`src/rtl/chunked_adder.sv`:
```
`default_nettype none
// ============================================================================
// Module      : chunked_adder
// Description : Multi-cycle adder/subtractor, CHUNK bits per clock, LSB first,
//               with valid/ready handshake, carry-out and signed overflow.
//               Optional zero flag: define CHUNKED_ADDER_ZERO_FLAG_EN.
// Revision    : 1.0 - initial release
// ============================================================================
module chunked_adder #(
    parameter int WIDTH = 16,
    parameter int CHUNK = 4
) (
    input  logic             clk,
    input  logic             reset,
    input  logic             in_valid,
    output logic             in_ready,
    input  logic [WIDTH-1:0] a,
    input  logic [WIDTH-1:0] b,
    input  logic             c_in,
    input  logic             sub,
    output logic             out_valid,
    input  logic             out_ready,
    output logic [WIDTH-1:0] s,
    output logic             c_out,
`ifdef CHUNKED_ADDER_ZERO_FLAG_EN
    output logic             zero,
`endif
    output logic             overflow
);

    localparam int c_NUM_CHUNKS = WIDTH / CHUNK;
    localparam int c_CNT_W      = (c_NUM_CHUNKS > 1) ? $clog2(c_NUM_CHUNKS) : 1;
    localparam logic [c_CNT_W-1:0] c_LAST = c_CNT_W'(c_NUM_CHUNKS - 1);

    typedef enum logic [1:0] {
        ST_IDLE = 2'd0,
        ST_RUN  = 2'd1,
        ST_DONE = 2'd2
    } state_t;

    state_t             r_state;
    state_t             w_state_nxt;

    logic [WIDTH-1:0]   r_a;
    logic [WIDTH-1:0]   r_b;
    logic [WIDTH-1:0]   r_s;
    logic               r_carry;
    logic [c_CNT_W-1:0] r_cnt;
    logic               r_cout;
    logic               r_ovf;

    logic [CHUNK:0]     w_sum;
    logic [WIDTH-1:0]   w_a_shift;
    logic [WIDTH-1:0]   w_b_shift;
    logic [WIDTH-1:0]   w_s_shift;
    logic               w_last;
    logic               w_accept;
    logic               w_msb_cin;
    logic               w_ovf;

    // Operands are consumed from the bottom of r_a/r_b; results enter r_s at the top.
    assign w_sum = {1'b0, r_a[CHUNK-1:0]} + {1'b0, r_b[CHUNK-1:0]} + {{CHUNK{1'b0}}, r_carry};

    generate
        if (c_NUM_CHUNKS > 1) begin : g_multi
            assign w_a_shift = {{CHUNK{1'b0}}, r_a[WIDTH-1:CHUNK]};
            assign w_b_shift = {{CHUNK{1'b0}}, r_b[WIDTH-1:CHUNK]};
            assign w_s_shift = {w_sum[CHUNK-1:0], r_s[WIDTH-1:CHUNK]};
        end else begin : g_single
            assign w_a_shift = r_a;
            assign w_b_shift = r_b;
            assign w_s_shift = w_sum[CHUNK-1:0];
        end
    endgenerate

    assign w_last    = (r_cnt == c_LAST);
    assign w_accept  = in_valid && (r_state == ST_IDLE);
    // Carry into the MSB recovered from the MSB sum bit and its two operand bits.
    assign w_msb_cin = w_sum[CHUNK-1] ^ r_a[CHUNK-1] ^ r_b[CHUNK-1];
    assign w_ovf     = w_msb_cin ^ w_sum[CHUNK];

    always_ff @(posedge clk or posedge reset) begin
        if (reset) begin
            r_state <= ST_IDLE;
        end else begin
            r_state <= w_state_nxt;
        end
    end

    always_comb begin
        w_state_nxt = r_state;
        in_ready    = 1'b0;
        out_valid   = 1'b0;
        case (r_state)
            ST_IDLE: begin
                in_ready = 1'b1;
                if (in_valid) begin
                    w_state_nxt = ST_RUN;
                end
            end
            ST_RUN: begin
                if (w_last) begin
                    w_state_nxt = ST_DONE;
                end
            end
            ST_DONE: begin
                out_valid = 1'b1;
                if (out_ready) begin
                    w_state_nxt = ST_IDLE;
                end
            end
            default: begin
                w_state_nxt = ST_IDLE;
            end
        endcase
    end

    always_ff @(posedge clk or posedge reset) begin
        if (reset) begin
            r_a     <= '0;
            r_b     <= '0;
            r_s     <= '0;
            r_carry <= 1'b0;
            r_cnt   <= '0;
            r_cout  <= 1'b0;
            r_ovf   <= 1'b0;
        end else if (w_accept) begin
            // Subtraction is A + ~B + ~borrow.
            r_a     <= a;
            r_b     <= sub ? ~b : b;
            r_carry <= sub ^ c_in;
            r_cnt   <= '0;
        end else if (r_state == ST_RUN) begin
            r_a     <= w_a_shift;
            r_b     <= w_b_shift;
            r_s     <= w_s_shift;
            r_carry <= w_sum[CHUNK];
            r_cnt   <= r_cnt + 1'b1;
            if (w_last) begin
                r_cout <= w_sum[CHUNK];
                r_ovf  <= w_ovf;
            end
        end
    end

`ifdef CHUNKED_ADDER_ZERO_FLAG_EN
    logic r_zero;

    always_ff @(posedge clk or posedge reset) begin
        if (reset) begin
            r_zero <= 1'b0;
        end else if ((r_state == ST_RUN) && w_last) begin
            r_zero <= (w_s_shift == '0);
        end
    end

    assign zero = r_zero;
`endif

    assign s        = r_s;
    assign c_out    = r_cout;
    assign overflow = r_ovf;

endmodule
`default_nettype wire

```
`config.mk`:
```
export PLATFORM = sky130hd
export DESIGN_NAME = chunked_adder
export DESIGN_NICKNAME = d
export VERILOG_FILES = /design/src/rtl/chunked_adder.sv
export SDC_FILE = /design/constraint.sdc
export NUM_CORES = 1
export LEC_CHECK = 0
export ABC_AREA = 1
export CORE_ASPECT_RATIO = 1.4
export CORE_UTILIZATION = 30
export DETAILED_ROUTE_END_ITERATION = 8
export PLACE_DENSITY_LB_ADDON = 0.2
export SLEW_MARGIN = 20
export SYNTH_ARGS = -nofsm -noshare
export SYNTH_HDL_FRONTEND = slang
export SYNTH_SLANG_ARGS = --single-unit
export TNS_END_PERCENT = 100
```
`constraint.sdc`:
```
create_clock -name clk -period 2.5 [get_ports clk]
set_input_delay 0.5 -clock clk [delete_from_list [all_inputs] [get_ports clk]]
set_output_delay 0.5 -clock clk [all_outputs]
set_load 0.01 [all_outputs]
```
* Yosys cells after proc, flatten, opt, wreduce, memory -nomap -nowiden
Index checks and enable logic that the tools add are counted.
** Word-level totals
- Bits in registers :: 55
- Input port bits :: 38
- Word-level logic and storage cells :: 44
** Operators by class
- Add/subtract/negate cells :: 3
- Equality and inequality tests :: 6
- Muxes and demuxes :: 15
- Bitwise operators :: 6
- Reductions and logical operators :: 6
** Operators by type and width (number)
- 16-bit 2-to-1 mux :: 5
- 16-bit inverter :: 1
- 2-bit 2-to-1 mux :: 5
- 2-bit != test (second input constant) :: 3
- 2-bit one-hot mux with 3 select lines :: 1
- 3-bit AND reduction :: 2
- 4-bit by 4-bit adder with 5-bit output :: 1
- 5-bit by 1-bit adder with 5-bit output :: 1
- 2-bit equality test (second input constant) :: 2
- 1-bit 2-to-1 mux :: 4
- 1-bit bitwise XOR :: 4
- 2-bit by 1-bit adder with 2-bit output (second input constant) :: 1
- 2-bit by 1-bit equality test with 1-bit output (second input constant) :: 1
- 2-bit logical NOT :: 1
- 2-bit AND reduction :: 1
- 2-bit nonzero test :: 1
- 1-bit logical AND :: 1
- 1-bit inverter :: 1

* Logic depth before layout (Yosys ltp)
Gate-level depths: netlist of the first run.
- Word-level depth :: 5
- Mapped depth :: 10

* Worst setup path before layout of the first run
OpenSTA, ideal clock, no wires.
- Path kind :: reg-to-reg
- Start :: register r_a[0]
- End :: register r_ovf (netlist: overflow)
- Data arrival time :: 1.736 ns
- Setup slack :: 0.648 ns
- Cell stages (with the launch flop) :: 11
- Buffers on the path :: 0
- Cell sequence :: dfrtp_1 > fa_1 > fa_1 > nand3_1 > nand2_1 > nand2_1 > nand2_1 > nand2_1 > nand2_1 > nand2_1 > nand2_1
** On the way
- Cells in the longest elaborated chain, start to end :: 5
** RTL lines
- from (decl) :: line 44 : logic [WIDTH-1:0] r_a;
- from (signal assigned) :: line 134 : r_a <= w_a_shift;
- 4-bit by 4-bit adder with 5-bit output (*) :: line 62 : assign w_sum = {1'b0, r_a[CHUNK-1:0]} + {1'b0, r_b[CHUNK-1:0]} + {{CHUNK{1'b0}}, r_carry};
- 5-bit by 1-bit adder with 5-bit output (*) :: line 62
- 1-bit bitwise XOR (2 in a row) :: line 79 : assign w_msb_cin = w_sum[CHUNK-1] ^ r_a[CHUNK-1] ^ r_b[CHUNK-1];
- 1-bit bitwise XOR (*) :: line 80 : assign w_ovf = w_msb_cin ^ w_sum[CHUNK];
- to (signal assigned) :: line 141 : r_ovf <= w_ovf;
- to (decl) :: line 50 : logic r_ovf;
Every way passes the cells marked *; elsewhere a longest branch is shown, timed or not.
A chain may end at the register's enable or synchronous reset.

* Worst setup path in the final report of the first run
Same ends and word-level chain as after synthesis.

==> results by group, run 1 <==
Routing
  – DR pass1 iterations: 6
  – Vias/cell: 4.70
  – Vias: 2105
  – Post-route DRC: 10
  – Initial DRC count: 104
  – Final WL: 5970 um
  – Avg WL per Cell: 13.3 um
  – Detail Route Antenna Nets: 0

Global routing
  – Pin count of the biggest net entering global routing: 38
  – GRT Overall Usage: 0.133
  – Vias in the first global route: 2150
  – Initial antenna violation count: 0
  – Grt ovf: 0
  – First-pass GRT wire length: 10500 um

Floorplanning
  – CORE AREA: 0.00908 mm^2
  – Die ar.: 0.00984 mm^2
  – Row count: 41
  – # IOs: 58
  – Die width: 84.1 um
  – Initial Utilization: 0.312
  – Die height: 117 um

Pwr
  – Lkg Pwr: 1.65 nW
  – Clock power share: 0.150
  – PwrDens: 1280 mW/mm^2
  – Comb power frac: 0.510
  – Total power: 4.63 mW
  – Internal power: 2.71 mW
  – Sw Share: 0.414
  – Worst vdd ir: 0.538 mV
  – Net Switching: 1.92 mW
  – Flop pwr share: 0.340

Run status
  – Status: finished with violations
  – Failing checks: design-rule violations

Timing
  – Fmax: 507 MHz
  – Crit share post-route: 0.789
  – Max Slew Vio Count: 0
  – RSZ-0062 raised after global routing: false
  – Hold Vio Cnt, Final: 0
  – Skew final: 4.44 ps
  – Max-slew headroom: 0.716
  – Min Tclk post-route: 1970 ps
  – Count of final setup violators: 0
  – Final TNS setup: 0 ps
  – Actual slew at the worst max-slew pin: 426 ps

Synthesis
  – Syn_nets: 330
  – Async S/R FF share, synth: 1.00
  – Sequential share of the synthesized area: 0.486
  – Top cells by area, synth: dfrtp_1 (49%), nand2_1 (12%), o221ai_2 (6.9%)
  – Synth top area share: 0.486
  – Netlist cell types: 33
  – Ys flop type: dfrtp_1
  – Mapped Area: 0.00283 mm^2
  – Number of synthesized flops with an enable pin: 0
  – Top cell type by total area after synthesis: dfrtp_1
  – Synthesized area per cell: 9.90 um^2
  – Syn Inst Count: 286
  – Synth Warn #: 0
  – Yosys reg bits: 55

Worst setup path
  – Critical path startpoint category: register
  – Crit path kind: register to register
  – Crit path DAT: 2150 ps
  – Crit-path max FO: 4
  – Flop2flop setup slack: 530 ps
  – Critical path capture point type: register
  – Critical Path RT: 2680 ps

CTS
  – CTS sink count: 55
  – PostCTS Resize Cnt: 0
  – Max clock buf depth: 2
  – CTS tree: yes
  – Worst-Skew Late Latency: 290 ps
  – Root buf cell: clkbuf_16
  – Number of CTS-inserted buffers: 5
  – Post-CTS setup buffer count: 0
  – CTS Hold Bufs: 0
  – Htree depth: 2
  – Clock slew at reported path FFs: 70 ps

Min path
  – Type of the tightest min-delay check: register to register

Final layout
  – Most common cell after layout, fill and taps aside: nand2_1
  – Share of cells above drive strength 1: 0.164
  – Nets@finish: 385
  – Most frequent cells in the layout: nand2_1 (89), clkdlybuf4s50_1 (57), dfrtp_1 (55)
  – # diodes: 0
  – Syn-to-layout area delta: 27.5%
  – Final Cell Area: 0.00361 mm^2

Flow run
  – Max Cap Violations: 0

Placement
  – DP Area: 0.00347 mm^2
  – Port Buffers: 57
  – RePlAce Congestion: 0.762
  – DPL Wire Length: 4280 um
final timing paths:
path | cells after the start | startpoint | to
min reg2reg | 2 | s[1] | s[1]
max in group asynchronous | 3 | reset | r_a[1]
max reg2reg | 10 | r_a[0] | overflow
max | 10 | r_a[0] | overflow
min in group asynchronous | 2 | reset | s[1]
min | 2 | s[1] | s[1]
critical path, stage by stage (launching register included):
cell     delay [ps]
dfrtp_1         410
fa_1            470
fa_1            420
nand3_1         140
nand2_1         110
nand2_1          80
nand2_1          40
nand2_1          50
nand2_1          50
nand2_1          50
nand2_1          40
power groups by stage:
stage,sequential [mW],combinational [mW],clock [mW]
after floorplan,1.60,1.81,0
after global placement,1.58,2.38,0
after detailed placement,1.60,2.40,0
after CTS,1.58,2.41,0.718
after global routing,1.63,2.68,0.749
final,1.58,2.36,0.693
logic make-up after synthesis:
| group | synth area share |
|---|---|
| flops | 0.486 |
| xor+xnor | 0.0402 |
| compound gates | 0.173 |
| buf+inv | 0.0919 |
| simple gates | 0.177 |
| fa+ha+maj | 0.0318 |
sequential cells by signal (all words and copies together) (netlist names):
signal / cells
s: 16
r_a: 16
r_b: 16
r_state: 2
r_carry: 1
r_cnt: 2
c_out: 1
overflow: 1
metrics by stage:
stage	setup WS (ps)	utilization	hold WS [ps]	cells
finish	527	0.398	480	448
global route	359	0.398	514	448
CTS	516	0.398	487	448
floorplan	648	-	450	286
detailed placement	535	0.382	468	441
global placement	571	0.382	463	441
cell type report:
| type | count | area [um^2] |
|---|---|---|
| tap | 107 | 134 |
| clock inverter | 1 | 5.00 |
| timing repair buffer | 62 | 633 |
| multi-input combinational | 184 | 1200 |
| clock buffer | 6 | 139 |
| fill | 923 | 5470 |
| sequential | 55 | 1380 |
| inverter | 33 | 129 |
per-layer routing:
layer | vias to the layer above | global-route usage | wire, um
met5 | - | 0 | 0
met4 | 0 | 0.0379 | 82
met3 | 7 | 0.0217 | 218
met2 | 52 | 0.234 | 3010
met1 | 1004 | 0.171 | 2660
li1 | 1042 | - | -
cells in the mapped netlist, drive strengths merged (3+ instances only):
library cell	count
inv	33
o21ai	14
nor2	6
buf	14
nand2	102
dfrtp	55
ha	4
a22oi	5
o211ai	4
xnor2	8
a21oi	4
xor2	5
nand3	7
o221ai	16
o32ai	3
Note: power is estimated with default switching activity, not from simulation.
==> run 2: changes to the inputs <==
clock period = 1.8 ns   (was 2.5 ns; I/O delays follow)
==> results by group, run 2 (synthesis gave the netlist of run 1 again) <==
Run status
  – Status: finished with violations
  – Failing checks: design-rule violations

Worst setup path
  – Worst path slowest cell: fa_2
  – CP endpoint: overflow
  – RR Startpoint: r_a[0]
  – Buf+Inv Stages, Crit Path: 0
  – Setup crit start: r_a[0]
  – Most frequent CP cell: nand2_1
  – Crit-path max FO: 4
  – Cell Chain, Critical Path: fa_2, fa_2, nand3_2, nand2_2, nand2_1, nand2_1, nand2_1, nand2_1, nand2_1, nand2_1
  – Crit path kind: register to register
  – Top delay family on crit path: adder cells
  – WP depth: 10
  – Crit path DAT: 1960 ps
  – Critical path's largest stage delay: 410 ps
  – Critical path startpoint category: register
  – Flop2flop setup slack: 20 ps
  – Critical path capture point type: register
  – Worst r2r path cells: 10
  – Critical Path RT: 1980 ps
  – End of the worst register-to-register path: overflow

Timing
  – Crit share post-route: 0.989
  – RSZ-0062 raised after global routing: true
  – Min Tclk post-route: 1780 ps
  – Count of final setup violators: 0
  – Max-slew headroom: 0.808
  – Max Slew Vio Count: 0
  – Fmax: 562 MHz
  – Actual slew at the worst max-slew pin: 288 ps
  – Hold Vio Cnt, Final: 0
  – Skew final: 4.93 ps

CTS
  – Worst-Skew Late Latency: 290 ps
  – CTS sink count: 55
  – Htree depth: 2
  – Number of CTS-inserted buffers: 5
  – Root buf cell: clkbuf_16
  – CTS tree: yes
  – CTS Hold Bufs: 0
  – Clock slew at reported path FFs: 70 ps
  – Max clock buf depth: 2

Pwr
  – Flop pwr share: 0.332
  – Comb power frac: 0.528
  – Lkg Pwr: 1.69 nW
  – Net Switching: 2.72 mW
  – Internal power: 3.86 mW
  – Sw Share: 0.413
  – PwrDens: 1780 mW/mm^2
  – Worst vdd ir: 0.761 mV
  – Clock power share: 0.139

Final layout
  – Post-Layout Cell Count: 455
  – Share of cells above drive strength 1: 0.195
  – Most common cell after layout, fill and taps aside: nand2_1
  – Layout Utilization: 0.406
  – # diodes: 0
  – Fillers: 917
  – Nets@finish: 393
  – Most frequent cells in the layout: nand2_1 (87), clkdlybuf4s50_1 (55), dfrtp_1 (54)
  – Syn-to-layout area delta: 30.2%
  – Final Cell Area: 0.00369 mm^2

Routing
  – Vias/cell: 4.64
  – DR pass1 iterations: 6
  – Vias: 2111
  – Detail Route Antenna Nets: 0
  – Initial DRC count: 53
  – Final WL: 6070 um
  – Avg WL per Cell: 13.3 um
  – Post-route DRC: 6

Floorplanning
  – Row count: 41
  – Die width: 84.1 um
  – CORE AREA: 0.00908 mm^2
  – # IOs: 58
  – Die ar.: 0.00984 mm^2
  – Initial Utilization: 0.312
  – Die height: 117 um

Flow run
  – Max Cap Violations: 0

Global routing
  – Grt ovf: 0
  – Initial antenna violation count: 0
  – Pin count of the biggest net entering global routing: 39
  – First-pass GRT wire length: 10200 um
  – GRT Overall Usage: 0.133
  – Vias in the first global route: 2050

Placement
  – RePlAce Congestion: 0.702
  – Total placed cells including tap cells: 448
  – DPL Wire Length: 4380 um
  – DP Area: 0.00354 mm^2
  – Port Buffers: 57

Min path
  – Type of the tightest min-delay check: primary input to asynchronous set/reset pin
run 2: cell types whose count changed in the layout (fill, tap and decap cells not counted), sizes merged:
cell	change
clkdlybuf4s50	-2
clkinv	-1
buf	+8
dlymetal6s2s	+1
dlygate4sd2	+1
run 2: metrics by stage:
step / total power, mW / TNS, ps / setup slack [ps] / hold WS (ps)
3_3_place_gp: 5.64 / 0 / 14.8 / 462
6_report: 6.58 / 0 / 19.7 / 418
4_1_cts: 6.67 / 0 / 10.3 / 424
3_5_place_dp: 5.71 / -36.2 / -36.2 / 464
2_1_floorplan: 4.75 / 0 / 52.8 / 450
5_1_grt: 7.15 / -80.5 / -80.5 / 434
run 2: power by group through the flow:
stage	logic (mW)	clock network, mW	registers (mW)
global placement	3.45	0	2.19
finish	3.48	0.917	2.19
floorplan	2.52	0	2.23
CTS	3.53	0.951	2.19
detailed placement	3.50	0	2.21
global route	3.89	1.01	2.25
run 2: final cells by class:
class / count / area, um^2 / share of cell area
multi-input combinational: 184 / 1210 / 0.328
sequential: 55 / 1380 / 0.374
tap: 107 / 134 / 0.0363
timing repair buffer: 70 / 707 / 0.192
inverter: 33 / 129 / 0.0350
clock buffer: 6 / 129 / 0.0350
run 2: worst min-delay path, stage by stage:
cell and delay, ps:
clkdlybuf4s50_1 420, inv_2 110, buf_12 160
run 2: worst min path at each step:
stage                         from    endpoint  slack (ps)  depth (start not counted)
after floorplan           r_cnt[0]    r_cnt[0]         450                          1
after global placement        s[3]        s[3]         460                          2
after detailed placement      s[3]        s[3]         460                          2
after CTS                    reset  r_state[1]         420                          3
after global routing         reset  r_state[1]         430                          3
final                        reset  r_state[1]         420                          3
run 2: metal layers:
metal,GRT usage,vias to the layer above,part of all wire
met5,0,-,0
li1,-,1056,-
met1,0.169,1008,0.46
met3,0.0238,6,0.034
met2,0.228,41,0.50
met4,0.0448,0,0.013
run 2: timing repair:
item                       in CTS  in global routing
resized for setup               4                  2
setup buffers                   0                  1
setup endpoints to repair       3                  2
==> run 3: changes to the inputs <==
CAP_MARGIN = 20   (was not set)
==> results of run 3 <==
Final layout, timing and power as in run 2 (identical DEF).
